===== src/rtl/pixel_pkg.sv =====
// Shared types and screen geometry for the pixel write path.
package pixel_pkg;

    localparam int SCREEN_W  = 160;
    localparam int SCREEN_H  = 120;
    localparam int FB_ADDR_W = 15;

    typedef struct packed {
        logic [7:0] x;
        logic [6:0] y;
        logic [2:0] colour;
    } pixel_t;

    typedef struct packed {
        logic [FB_ADDR_W-1:0] addr;
        logic [2:0]           colour;
    } fb_write_t;

    typedef enum logic [1:0] {
        RUN   = 2'd0,
        DRAIN = 2'd1,
        DONE  = 2'd2
    } state_t;

endpackage


===== src/rtl/sync_fifo.sv =====
// Show-ahead synchronous FIFO; a push into a full FIFO is accepted only when
// the same cycle also pops, so the head slot is recycled.
module sync_fifo #(
    parameter int WIDTH = 18,
    parameter int DEPTH = 16
) (
    input  logic                   clk,
    input  logic                   rst_n,
    input  logic                   push,
    input  logic [WIDTH-1:0]       push_data,
    input  logic                   pop,
    output logic [WIDTH-1:0]       head,
    output logic                   full,
    output logic                   empty,
    output logic [$clog2(DEPTH):0] count
);
    localparam int PTR_W = $clog2(DEPTH);
    localparam int CNT_W = PTR_W + 1;

    logic [WIDTH-1:0] mem [DEPTH];
    logic [PTR_W-1:0] wr_ptr;
    logic [PTR_W-1:0] rd_ptr;
    logic             do_push;
    logic             do_pop;

    assign do_pop  = pop && !empty;
    assign do_push = push && (!full || do_pop);
    assign full    = (count == CNT_W'(DEPTH));
    assign empty   = (count == '0);
    assign head    = mem[rd_ptr];

    always_ff @(posedge clk or negedge rst_n) begin
        if (!rst_n) begin
            for (int i = 0; i < DEPTH; i++) begin
                mem[i] <= '0;
            end
        end else if (do_push) begin
            mem[wr_ptr] <= push_data;
        end
    end

    always_ff @(posedge clk or negedge rst_n) begin
        if (!rst_n) begin
            wr_ptr <= '0;
            rd_ptr <= '0;
            count  <= '0;
        end else begin
            if (do_push) begin
                wr_ptr <= wr_ptr + PTR_W'(1);
            end
            if (do_pop) begin
                rd_ptr <= rd_ptr + PTR_W'(1);
            end
            case ({do_push, do_pop})
                2'b10:   count <= count + CNT_W'(1);
                2'b01:   count <= count - CNT_W'(1);
                default: count <= count;
            endcase
        end
    end

endmodule


===== src/rtl/pixel_write_buffer.sv =====
// Clips and linearises the producer pixel stream, buffers the writes and
// drains them into the framebuffer port; overflow is flagged, never stalled.
module pixel_write_buffer
    import pixel_pkg::*;
#(
    parameter int DEPTH  = 16,
    parameter int ADDR_W = 15
) (
    input  logic              clk,
    input  logic              rst_n,
    input  logic [7:0]        in_x,
    input  logic [6:0]        in_y,
    input  logic [2:0]        in_colour,
    input  logic              in_plot,
    input  logic              flush,
    input  logic              clr_ovf,
    output logic [ADDR_W-1:0] fb_addr,
    output logic [2:0]        fb_data,
    output logic              fb_we,
    input  logic              fb_grant,
    output logic              accepting,
    output logic              drained,
    output logic              overflow,
    output logic [15:0]       clip_count
);
    localparam int CNT_W  = $clog2(DEPTH) + 1;
    localparam int WORD_W = ADDR_W + 3;

    pixel_t             pix;
    logic               on_screen;
    logic               take;
    logic               s1_valid;
    logic [ADDR_W-1:0]  s1_addr;
    logic [2:0]         s1_colour;
    logic               pop;
    logic               full;
    logic               empty;
    logic [CNT_W-1:0]   fifo_count;
    logic [WORD_W-1:0]  head;
    state_t             state;
    state_t             state_next;

    assign pix       = '{x: in_x, y: in_y, colour: in_colour};
    assign on_screen = (32'(pix.x) < SCREEN_W) && (32'(pix.y) < SCREEN_H);
    assign take      = accepting && in_plot;

    always_ff @(posedge clk or negedge rst_n) begin
        if (!rst_n) begin
            s1_valid  <= 1'b0;
            s1_addr   <= '0;
            s1_colour <= '0;
        end else begin
            s1_valid <= take && on_screen;
            if (take && on_screen) begin
                s1_addr   <= ADDR_W'(pix.y) * ADDR_W'(SCREEN_W) + ADDR_W'(pix.x);
                s1_colour <= pix.colour;
            end
        end
    end

    always_ff @(posedge clk or negedge rst_n) begin
        if (!rst_n) begin
            clip_count <= '0;
        end else if (take && !on_screen && clip_count != 16'hFFFF) begin
            clip_count <= clip_count + 16'd1;
        end
    end

    sync_fifo #(
        .WIDTH (WORD_W),
        .DEPTH (DEPTH)
    ) u_fifo (
        .clk       (clk),
        .rst_n     (rst_n),
        .push      (s1_valid),
        .push_data ({s1_addr, s1_colour}),
        .pop       (pop),
        .head      (head),
        .full      (full),
        .empty     (empty),
        .count     (fifo_count)
    );

    assign fb_we              = !empty;
    assign pop                = fb_we && fb_grant;
    assign {fb_addr, fb_data} = head;

    // A drop outranks a same-cycle clear so the loss is never hidden.
    always_ff @(posedge clk or negedge rst_n) begin
        if (!rst_n) begin
            overflow <= 1'b0;
        end else if (s1_valid && full && !pop) begin
            overflow <= 1'b1;
        end else if (clr_ovf) begin
            overflow <= 1'b0;
        end
    end

    always_ff @(posedge clk or negedge rst_n) begin
        if (!rst_n) begin
            state <= RUN;
        end else begin
            state <= state_next;
        end
    end

    // Drain completes on the edge the last entry leaves, so drained follows the final pop.
    always_comb begin
        state_next = state;
        accepting  = 1'b0;
        drained    = 1'b0;
        case (state)
            RUN: begin
                accepting = 1'b1;
                if (flush) begin
                    state_next = DRAIN;
                end
            end
            DRAIN: begin
                if (!s1_valid && (empty || (fifo_count == CNT_W'(1) && pop))) begin
                    state_next = DONE;
                end
            end
            DONE: begin
                drained    = 1'b1;
                state_next = RUN;
            end
            default: state_next = RUN;
        endcase
    end

endmodule


===== config.mk =====
export PLATFORM = sky130hd
export DESIGN_NAME = pixel_write_buffer
export DESIGN_NICKNAME = d
export VERILOG_FILES = /design/src/rtl/pixel_pkg.sv /design/src/rtl/sync_fifo.sv /design/src/rtl/pixel_write_buffer.sv
export SDC_FILE = /design/constraint.sdc
export NUM_CORES = 1
export LEC_CHECK = 0
export ABC_AREA = 1
export CORE_MARGIN = 5
export CORE_UTILIZATION = 55
export CTS_CLUSTER_SIZE = 16
export DETAILED_ROUTE_END_ITERATION = 8
export GPL_ROUTABILITY_DRIVEN = 0
export PLACE_DENSITY_LB_ADDON = 0.12
export SYNTH_ARGS = -nofsm -noshare
export SYNTH_HDL_FRONTEND = slang
export SYNTH_SLANG_ARGS = --single-unit

===== constraint.sdc =====
create_clock -name clk -period 2.07 [get_ports clk]
set_input_delay 0.414 -clock clk [delete_from_list [all_inputs] [get_ports clk]]
set_output_delay 0.414 -clock clk [all_outputs]
set_load 0.005 [all_outputs]

==> flow_summary.toml <==
[floorplan]
num_io_pins = 62
core_sq_mm = 0.0289
die_w_um = 181
start_util = 0.560
die_area_sq_mm = 0.0329
rows = 62
dieHeight_um = 181

[setup_path]
rr_startpoint = "u_fifo.count[0]"
crit_chain = "buf_4, buf_12, buf_4, o21ai_0, o211ai_1, nand3_1, nand2_2, buf_6"
crit_path_frequent_cell = "buf_4"
cp-start-kind = "flip-flop"
crit_fanout = 8
critPathBufInv = 4
critPathCaptureType = "output port"
cp.required_ns = 1.66
slowest_stage = "dfrtp_4"
crit_start = "u_fifo.rd_ptr[0]"
arrival_ns = 2.32
crit_type = "reg2out"
slowest_delay_ns = 0.53
critPathTopFamily = "buffers and inverters"

[timing]
fin_crit_ns = 2.74
worst_slew_pin_slew_ns = 0.640
hold_viol = 0
setup_slack_ns = -0.669
rsz0062_at_grt = "true"
period_share = 1.32
clock.fmax_mhz = 365
fin_hold_ws_ns = 0.345
slew_viol_final = 0
fin_tns_setup_ns = -9.82
setup_viol = 19
max_slew_margin = 0.573
fin_skew_ns = 0.0162

[routing]
drc_errors = 0
num_vias = 14000
dr.pass1.iters = 6
vias_per_cell = 5.79
drt.antenna.violating_nets = 0
drt-initial-drc-count = 1333
routed_wirelength_mm = 44.9
post_drt_wl_per_cell_um = 18.7

[clocking]
path_clk_slew_ns = 0.06
cts_tree = "yes"
clockBufferDepth = 3
root_buffer = "clkbuf_16"
htreeDepth = 2
clkLatencyLatePin_ns = 0.52
cts_buffers = 38
cts.sink_count = 339

[power_and_ir_drop]
cellPowerDensity_mw_per_mm2 = 1560
peakVddDrop_uv = 910
p_sw_frac = 0.385
p_int_w = 0.0194
total_power_w = 0.0316
p_leak_nw = 9.19
comb_power_share = 0.441
p_clk_frac = 0.223
seq_power_share = 0.336
power.net_switching_w = 0.0121

[layout]
instances_no_fill = 2410
drive_gt1_frac = 0.185
post-route-util = 0.702
fin_nets = 2049
final_cell_mix = "nand2_1 (398), o21ai_0 (336), dfrtp_1 (336)"
syn_to_final_growth_pct = 25.3
num_antenna_cells = 0
final_common_cell = "nand2_1"

[synth]
yosysUniqueCellTypes = 37
synth_top_area_frac = 0.525
synth_area_leaders = "dfrtp_1 (52%), o21ai_0 (13%), nand2_1 (9.4%), nor2_1 (5.5%), o211ai_1 (3.3%)"
syn_area_sq_mm = 0.0162
yosysSeqAreaShare = 0.525
synth_top_area_cell = "dfrtp_1"
ys_ff_latch = 339
synth_area_per_cell_sq_um = 8.62
ys.warnings.count = 0
syn_inst = 1876
syn_nets = 1925

[outcome]
status = "complete, but fails checks"
failed_checks = "negative setup slack"

[global_routing]
grt_start_max_net_pins = 86
use_met3 = 0.0436
use_met1 = 0.375
antenna_found_initial = 0
grt_pass1_wl_mm = 72.2
grt_use_total = 0.269
first_global_vias = 13400
grt.busiest_layer = "met2"
grt_remaining_overflow = 0
groute.layer.met2.usage = 0.435

[placed_design]
dpl.cell_count = 2293
io_buffers = 61
hpwl_mm = 25.9

[worst_hold_path]
hold_path_class = "in2async"

[job]
max-cap-violations = 0
[routing by layer]
| layer | vias up | wire, um | share of wire |
|---|---|---|---|
| li1 | 6547 | - | - |
| met1 | 6799 | 19200 | 0.43 |
| met2 | 513 | 21400 | 0.48 |
| met3 | 101 | 2880 | 0.064 |
| met4 | 0 | 1440 | 0.032 |
| met5 | - | 0 | 0 |
[sequential cells by signal (all words and copies together) (netlist names), 2 cells and up]
register	count
clip_count	16
s1_addr	15
s1_colour	3
state	2
u_fifo.count	5
u_fifo.mem	288
u_fifo.rd_ptr	4
u_fifo.wr_ptr	4
[synthesized netlist by cell type, drive strengths merged]
| library cell | n |
|---|---|
| dfrtp | 339 |
| o211ai | 72 |
| o21ai | 484 |
| ha | 23 |
| buf | 59 |
| nor2 | 240 |
| nor3 | 6 |
| a21oi | 6 |
| o21bai | 1 |
| inv | 66 |
| fa | 2 |
| clkbuf | 73 |
| nand3 | 43 |
| nand3b | 1 |
| nor4 | 1 |
| xnor2 | 8 |
| a31oi | 1 |
| nand2 | 409 |
| xor2 | 21 |
| nand4 | 16 |
| o22ai | 5 |
[stage by stage]
stage	cell area, sq um	worst slack (ns)
after CTS	19900	-0.579
after global routing	20300	-0.691
after global placement	17800	-0.639
final	20300	-0.669
after floorplan	16200	-0.0211
after detailed placement	17800	-0.673
[what timing repair did]
| item | 4_1_cts | 5_1_grt |
|---|---|---|
| gates resized for setup | 212 | 113 |
| endpoints found under the hold margin | 24 | 0 |
| hold buffers | 1 | 0 |
| buffers inserted | 25 | 17 |
| cloned | 12 | 2 |
| pin swaps | 58 | 59 |
| setup endpoints to repair | 25 | 65 |
[power groups by stage]
stage,sequential (W),clock [W],combinational (W)
2_1_floorplan,0.0100,0,0.00727
3_3_place_gp,0.0104,0,0.0112
3_5_place_dp,0.0104,0,0.0114
4_1_cts,0.0105,0.00715,0.0131
5_1_grt,0.0109,0.00745,0.0153
6_report,0.0106,0.00705,0.0139
[cell type report]
type | count | area, sq um
tap | 384 | 480
multi-input combinational | 1339 | 7080
inverter | 66 | 270
sequential | 339 | 8490
clock buffer | 58 | 1180
clock inverter | 8 | 144
fill | 2221 | 8600
timing repair buffer | 215 | 2600
timing repair inverter | 1 | 16.3
[worst register-to-register path, cell delays in order (launching register included)]
cell	delay, ns
dfrtp_1	0.39
inv_2	0.09
ha_4	0.14
inv_4	0.04
nor3_4	0.15
nand2_2	0.10
buf_6	0.13
nand2_4	0.07
inv_4	0.04
ha_4	0.17
buf_4	0.14
a21oi_4	0.12
o21ai_2	0.07
xor2_1	0.16
inv_1	0.06
[final timing paths]
check,endpoint,cells after the start,slack [ns]
setup / recovery,fb_addr[2],8,-0.67
hold / removal,u_fifo.mem[36],2,0.34
setup reg to reg,u_fifo.count[2],14,0.10
hold reg to reg,u_fifo.mem[248],2,0.48
max in group asynchronous,u_fifo.mem[153],3,1.00
min in group clk,s1_addr[5],5,0.39
[cell families after synthesis]
| group | synth area share |
|---|---|
| adders and majority gates | 0.0203 |
| buffers and inverters | 0.0606 |
| and+or+nand+nor | 0.185 |
| xor gates and xnor gates | 0.0157 |
| DFF | 0.525 |
| AOI/OAI and AO/OA | 0.194 |
No activity file was read; power rests on OpenSTA's default activity.
